$ cat src/rtl/hazard_scheduler.sv
// hazard_scheduler: pipeline hazard controller for the 5-stage RV32I core.
// Produces the registered EX-from-MEM forwarding select (hazard_op), stage
// stall/flush controls for memory waits, taken branches and traps, and a
// watchdog pulse for data-memory accesses that stay unacknowledged too long.
//
// Ports
//   clk, reset                 core clock (rising edge), async active-high reset
//   ID_rs1, ID_rs2             source registers of the instruction in ID
//   ID_uses_rs1, ID_uses_rs2   ID instruction reads rs1 / rs2
//   EX_rd, EX_reg_write        destination of the instruction in EX, and its write enable
//   dmem_req, dmem_ready       MEM-stage access active / accepted this cycle
//   branch_taken, trap         EX redirect / trap taken this cycle
//   hazard_op[1:0]             registered: [0] fwd rs1 from MEM, [1] fwd rs2 from MEM
//   *_stall                    hold the PC / IF_ID / ID_EX / EX_MEM registers
//   *_flush                    insert a bubble into IF_ID / ID_EX / EX_MEM / MEM_WB
//   dmem_timeout               one-cycle pulse when a memory wait reaches the watchdog limit
//   sched_state[1:0]           00 RUN, 01 MEM_WAIT, 10 FLUSH
module hazard_scheduler #(
   parameter int unsigned REG_ADDR_W   = 5,
   parameter int unsigned WAIT_TIMEOUT = 16,
   parameter int unsigned WAIT_CNT_W   = 5
) (
   input  logic                  clk,
   input  logic                  reset,
   input  logic [REG_ADDR_W-1:0] ID_rs1,
   input  logic [REG_ADDR_W-1:0] ID_rs2,
   input  logic                  ID_uses_rs1,
   input  logic                  ID_uses_rs2,
   input  logic [REG_ADDR_W-1:0] EX_rd,
   input  logic                  EX_reg_write,
   input  logic                  dmem_req,
   input  logic                  dmem_ready,
   input  logic                  branch_taken,
   input  logic                  trap,
   output logic [1:0]            hazard_op,
   output logic                  pc_stall,
   output logic                  IF_ID_stall,
   output logic                  ID_EX_stall,
   output logic                  EX_MEM_stall,
   output logic                  IF_ID_flush,
   output logic                  ID_EX_flush,
   output logic                  EX_MEM_flush,
   output logic                  MEM_WB_flush,
   output logic                  dmem_timeout,
   output logic [1:0]            sched_state
);

   typedef enum logic [1:0] {
      RUN      = 2'b00,
      MEM_WAIT = 2'b01,
      FLUSH    = 2'b10
   } state_t;

   localparam logic [WAIT_CNT_W-1:0] CNT_MAX = WAIT_CNT_W'(WAIT_TIMEOUT - 1);

   state_t                state;
   state_t                state_nxt;
   logic [WAIT_CNT_W-1:0] wait_cnt;
   logic                  timeout_done;
   logic                  mem_stall;
   logic                  fwd_rs1;
   logic                  fwd_rs2;

   // A trap always wins over a pending memory access.
   assign mem_stall   = dmem_req & ~dmem_ready & ~trap;
   assign sched_state = state;

   // Forwarding relation between the ID sources and the EX destination; x0 never forwards.
   assign fwd_rs1 = ID_uses_rs1 & EX_reg_write & (EX_rd != '0) & (EX_rd == ID_rs1);
   assign fwd_rs2 = ID_uses_rs2 & EX_reg_write & (EX_rd != '0) & (EX_rd == ID_rs2);

   // State register.
   always_ff @(posedge clk or posedge reset) begin
      if (reset) state <= RUN;
      else       state <= state_nxt;
   end

   // Next state and stage controls. Priority: trap > memory stall > branch / FLUSH bubble.
   // Controls are forced low while reset is held so every output is 0 during reset.
   always_comb begin
      state_nxt    = state;
      pc_stall     = 1'b0;
      IF_ID_stall  = 1'b0;
      ID_EX_stall  = 1'b0;
      EX_MEM_stall = 1'b0;
      IF_ID_flush  = 1'b0;
      ID_EX_flush  = 1'b0;
      EX_MEM_flush = 1'b0;
      MEM_WB_flush = 1'b0;
      dmem_timeout = 1'b0;
      if (!reset) begin
         if (trap) begin
            IF_ID_flush  = 1'b1;
            ID_EX_flush  = 1'b1;
            EX_MEM_flush = 1'b1;
            MEM_WB_flush = 1'b1;
            state_nxt    = FLUSH;
         end else if (mem_stall) begin
            pc_stall     = 1'b1;
            IF_ID_stall  = 1'b1;
            ID_EX_stall  = 1'b1;
            EX_MEM_stall = 1'b1;
            MEM_WB_flush = 1'b1;
            dmem_timeout = (wait_cnt == CNT_MAX) & ~timeout_done;
            state_nxt    = MEM_WAIT;
         end else begin
            case (state)
               FLUSH:   IF_ID_flush = 1'b1;
               default: IF_ID_flush = 1'b0;
            endcase
            if (branch_taken) begin
               IF_ID_flush = 1'b1;
               ID_EX_flush = 1'b1;
            end
            state_nxt = RUN;
         end
      end
   end

   // Wait counter: holds (stalled cycles so far - 1) during a wait, saturating;
   // cleared by any non-stalled cycle so each wait starts from 0.
   always_ff @(posedge clk or posedge reset) begin
      if (reset) begin
         wait_cnt     <= '0;
         timeout_done <= 1'b0;
      end else if (mem_stall) begin
         if (wait_cnt != CNT_MAX) wait_cnt <= wait_cnt + WAIT_CNT_W'(1);
         if (dmem_timeout)        timeout_done <= 1'b1;
      end else begin
         wait_cnt     <= '0;
         timeout_done <= 1'b0;
      end
   end

   // Forwarding select: frozen with EX/MEM during a stall, cleared behind any ID/EX bubble.
   always_ff @(posedge clk or posedge reset) begin
      if (reset) begin
         hazard_op <= 2'b00;
      end else if (!mem_stall) begin
         if (ID_EX_flush || state == FLUSH) hazard_op <= 2'b00;
         else                               hazard_op <= {fwd_rs2, fwd_rs1};
      end
   end

endmodule

$ cat config.mk
export PLATFORM = sky130hd
export DESIGN_NAME = hazard_scheduler
export DESIGN_NICKNAME = d
export VERILOG_FILES = /design/src/rtl/hazard_scheduler.sv
export SDC_FILE = /design/constraint.sdc
export NUM_CORES = 1
export LEC_CHECK = 0
export CORE_AREA = 2 2 46 48
export CTS_BUF_LIST = sky130_fd_sc_hd__clkbuf_16
export DETAILED_ROUTE_END_ITERATION = 10
export DIE_AREA = 0 0 48 50
export PLACE_DENSITY = 0.75
export SYNTH_ARGS = -nofsm -noshare
export SYNTH_HDL_FRONTEND = slang
export SYNTH_SLANG_ARGS = --single-unit
$ cat constraint.sdc
create_clock -name clk -period 2.05 [get_ports clk]
set_clock_uncertainty 0.15 [all_clocks]
set_input_delay 0.205 -clock clk [delete_from_list [all_inputs] [get_ports clk]]
set_output_delay 0.205 -clock clk [all_outputs]
set_load 0.01 [all_outputs]
==> flow_summary.json <==
{
  "vias_per_cell": 4.68,
  "ys_ff_latch": 10,
  "cts_tree": "yes",
  "fillCellCount": 167,
  "fin_cells": 141,
  "regToRegStartpoint": "wait_cnt[0]",
  "drtIter0Drc": 4,
  "post-synth-top-count-cell": "nor2_1",
  "cts_buffer_depth": 2,
  "ioPinCount": 37,
  "clock_power_share": 0.498,
  "p_leak_uw": 0.000556,
  "drive_gt1_frac": 0.149,
  "grt_pass1_wl_mm": 2.64,
  "sw_frac_of_total": 0.205,
  "grt_max_degree": 11,
  "clk_pin_slew_ps": 40,
  "pwr_density_cell_nw_per_um2": 579,
  "clock_latency_ps": 230,
  "clock_sinks": 10,
  "path_cells": "clkdlybuf4s50_1 > or3b_4 > nor4b_2 > clkbuf_2",
  "netlist_top_cells_area": "dfrtp_1 37%, xor2_1 13%, nor2_1 6.7%",
  "ys_types": 26,
  "cts_max_level": 1,
  "worst_pin_slew_ps": 331,
  "core_area_um2": 1900,
  "yosysWarningCount": 0,
  "pwr-share-seq": 0.305,
  "status": "finished, final reports clean",
  "via_count": 660,
  "post-route-min-period_ps": 1910,
  "antenna_found_initial": 0,
  "critPathArrivalTime_ps": 1560,
  "overflow": 0,
  "post-route-period-util": 0.934,
  "synth-edff-count": 0,
  "switching_power_uw": 138,
  "combPwrFrac": 0.197,
  "tns_ps": 0,
  "dp.cells": 138,
  "slew_violations": 0,
  "async_reset_ff_frac": 1.00,
  "cap_violations": 0,
  "synthCells": 73,
  "clockRootBuffer": "clkbuf_16",
  "fp-row-count": 16,
  "timing.critical_path.from": "dmem_req",
  "cp.required_ps": 1690,
  "worst_path_dominant_cell_family": "simple AND/OR/NAND/NOR gates",
  "syn-num-nets": 99,
  "hold_violations": 0,
  "synthTopCellsByCount": "12 x nor2_1, 10 x dfrtp_1, 10 x xor2_1",
  "hpwl_mm": 1.37,
  "numCtsBuffers": 3,
  "setup_violations": 0,
  "die_y_um": 50,
  "start_util": 0.353,
  "synth_area_per_cell_um2": 9.20,
  "holdBufCountCts": 0,
  "grt_pass1_vias": 697,
  "wire_per_inst_um": 11.7,
  "port-buffer-count": 36,
  "postRouteWirelength_mm": 1.65,
  "die-area_um2": 2400,
  "worstPathMaxFanout": 4,
  "drtPass1Iterations": 4,
  "startpoint_type": "input pin",
  "netlist_area_um2": 672,
  "critPathKind": "input pin to output port",
  "synth.largest_area_cell": "dfrtp_1",
  "netlist.area_leader.share": 0.372,
  "place_congestion": 0.740,
  "dieWidth_um": 48,
  "ys.flop_type": "dfrtp_1",
  "nets": 142,
  "critPathBufInv": 2,
  "relSlewSlack": 0.779,
  "cell_internal_pwr_uw": 537,
  "ctsResizeCount": 9,
  "hold_path.class": "input pin to asynchronous set/reset pin",
  "rsz0062_at_grt": "false",
  "ir_drop_v": 0.000361,
  "ant_nets": 0,
  "cpPeakStageDelay_ps": 470,
  "yosysSeqAreaShare": 0.372,
  "synthToLayoutAreaGrowth_pct": 73.6,
  "clock.fmax_mhz": 522,
  "grt_usage": 0.158,
  "end_kind": "output port",
  "crit_path_top_delay_cell": "clkdlybuf4s50_1",
  "drc": 0,
  "antennaDiodeCount": 0,
  "post_cts_buffers": 0
}
-- path summary, 6_finish.rpt --
check	endpoint	slack, ps	cells after the start
worst max-delay path	dmem_timeout	140	4
worst min-delay path	wait_cnt[4]	110	3
worst max register to register	wait_cnt[3]	270	7
worst min register to register	sched_state[0]	350	1
max in group asynchronous	wait_cnt[1]	1500	3
min in group clk	sched_state[0]	350	1
-- per-stage QoR --
stage	instance area (um^2)	setup slack [ps]	power, uW	hold WS, ps	util
global route	1170	61.8	709	185	0.613
floorplan	672	322	256	65.6	-
global placement	1090	-228	339	344	0.572
detailed placement	1090	-298	342	347	0.572
finish	1170	135	675	109	0.613
CTS	1160	8.28	684	120	0.613
-- worst reg2reg max path: cells and delay by family (launching register included) --
family        cells  cell delay (ps)
fa+ha+maj         2              400
simple gates      3              410
xor+xnor          1              140
flops             1              400
buf+inv           1              160
-- final cells by class --
cell class,instances,area (um^2),share of cell area
Sequential cell,10,250,0.215
Multi-Input combinational cell,54,384,0.329
Inverter,3,11.3,0.00966
Timing Repair Buffer,44,412,0.353
Clock buffer,3,75.1,0.0644
Tap cell,27,33.8,0.0290
-- placed cells by master (no fill, tap or decap) --
master	Yosys	layout
clkdlybuf4s50_1	0	29
nor4_1	2	2
o21ai_2	1	1
dlymetal6s2s_1	0	1
ha_1	2	2
or4_1	1	1
nor2_4	0	1
nand4b_1	1	1
a21oi_1	2	2
nor3_1	1	1
and3_1	3	3
xnor2_1	3	3
buf_4	4	8
dfrtp_1	10	10
mux2i_1	1	1
inv_1	3	3
nand3_1	1	1
a22o_1	2	2
clkbuf_2	0	1
nand2b_1	3	3
nor2b_2	0	1
or3b_4	0	1
a211oi_1	1	1
clkbuf_16	0	3
a21o_1	1	1
dlygate4sd2_1	0	5
nand2_1	2	2
nor4b_2	1	1
nor2_1	12	11
nor2b_1	3	2
xor2_1	10	10
-- cells by family after synthesis --
family / share of synthesized area
AOI/OAI and AO/OA: 0.0764
xor gates and xnor gates: 0.169
DFF: 0.372
muxes: 0.0149
adders and majority gates: 0.0372
and+or+nand+nor: 0.255
buffers and inverters: 0.0745
-- state kept, by name (all words and copies together), names as in the netlist --
| signal | count |
|---|---|
| timeout_done | 1 |
| sched_state | 2 |
| wait_cnt | 5 |
| hazard_op | 2 |
-- power groups by stage --
stage,logic (uW),registers [uW],clock network [uW]
after floorplan,46.9,209,0
after detailed placement,134,208,0
final,133,206,336
after CTS,135,206,344
after global placement,131,208,0
after global routing,145,206,358
-- metal layers --
| metal | wire length [um] | vias to the layer above | GRT usage |
|---|---|---|---|
| met5 | 0 | - | 0 |
| met4 | 28 | 0 | 0.0676 |
| met3 | 141 | 4 | 0.0440 |
| met2 | 901 | 30 | 0.289 |
| met1 | 575 | 302 | 0.153 |
| li1 | - | 324 | - |
(Power assumes the default switching activity.)
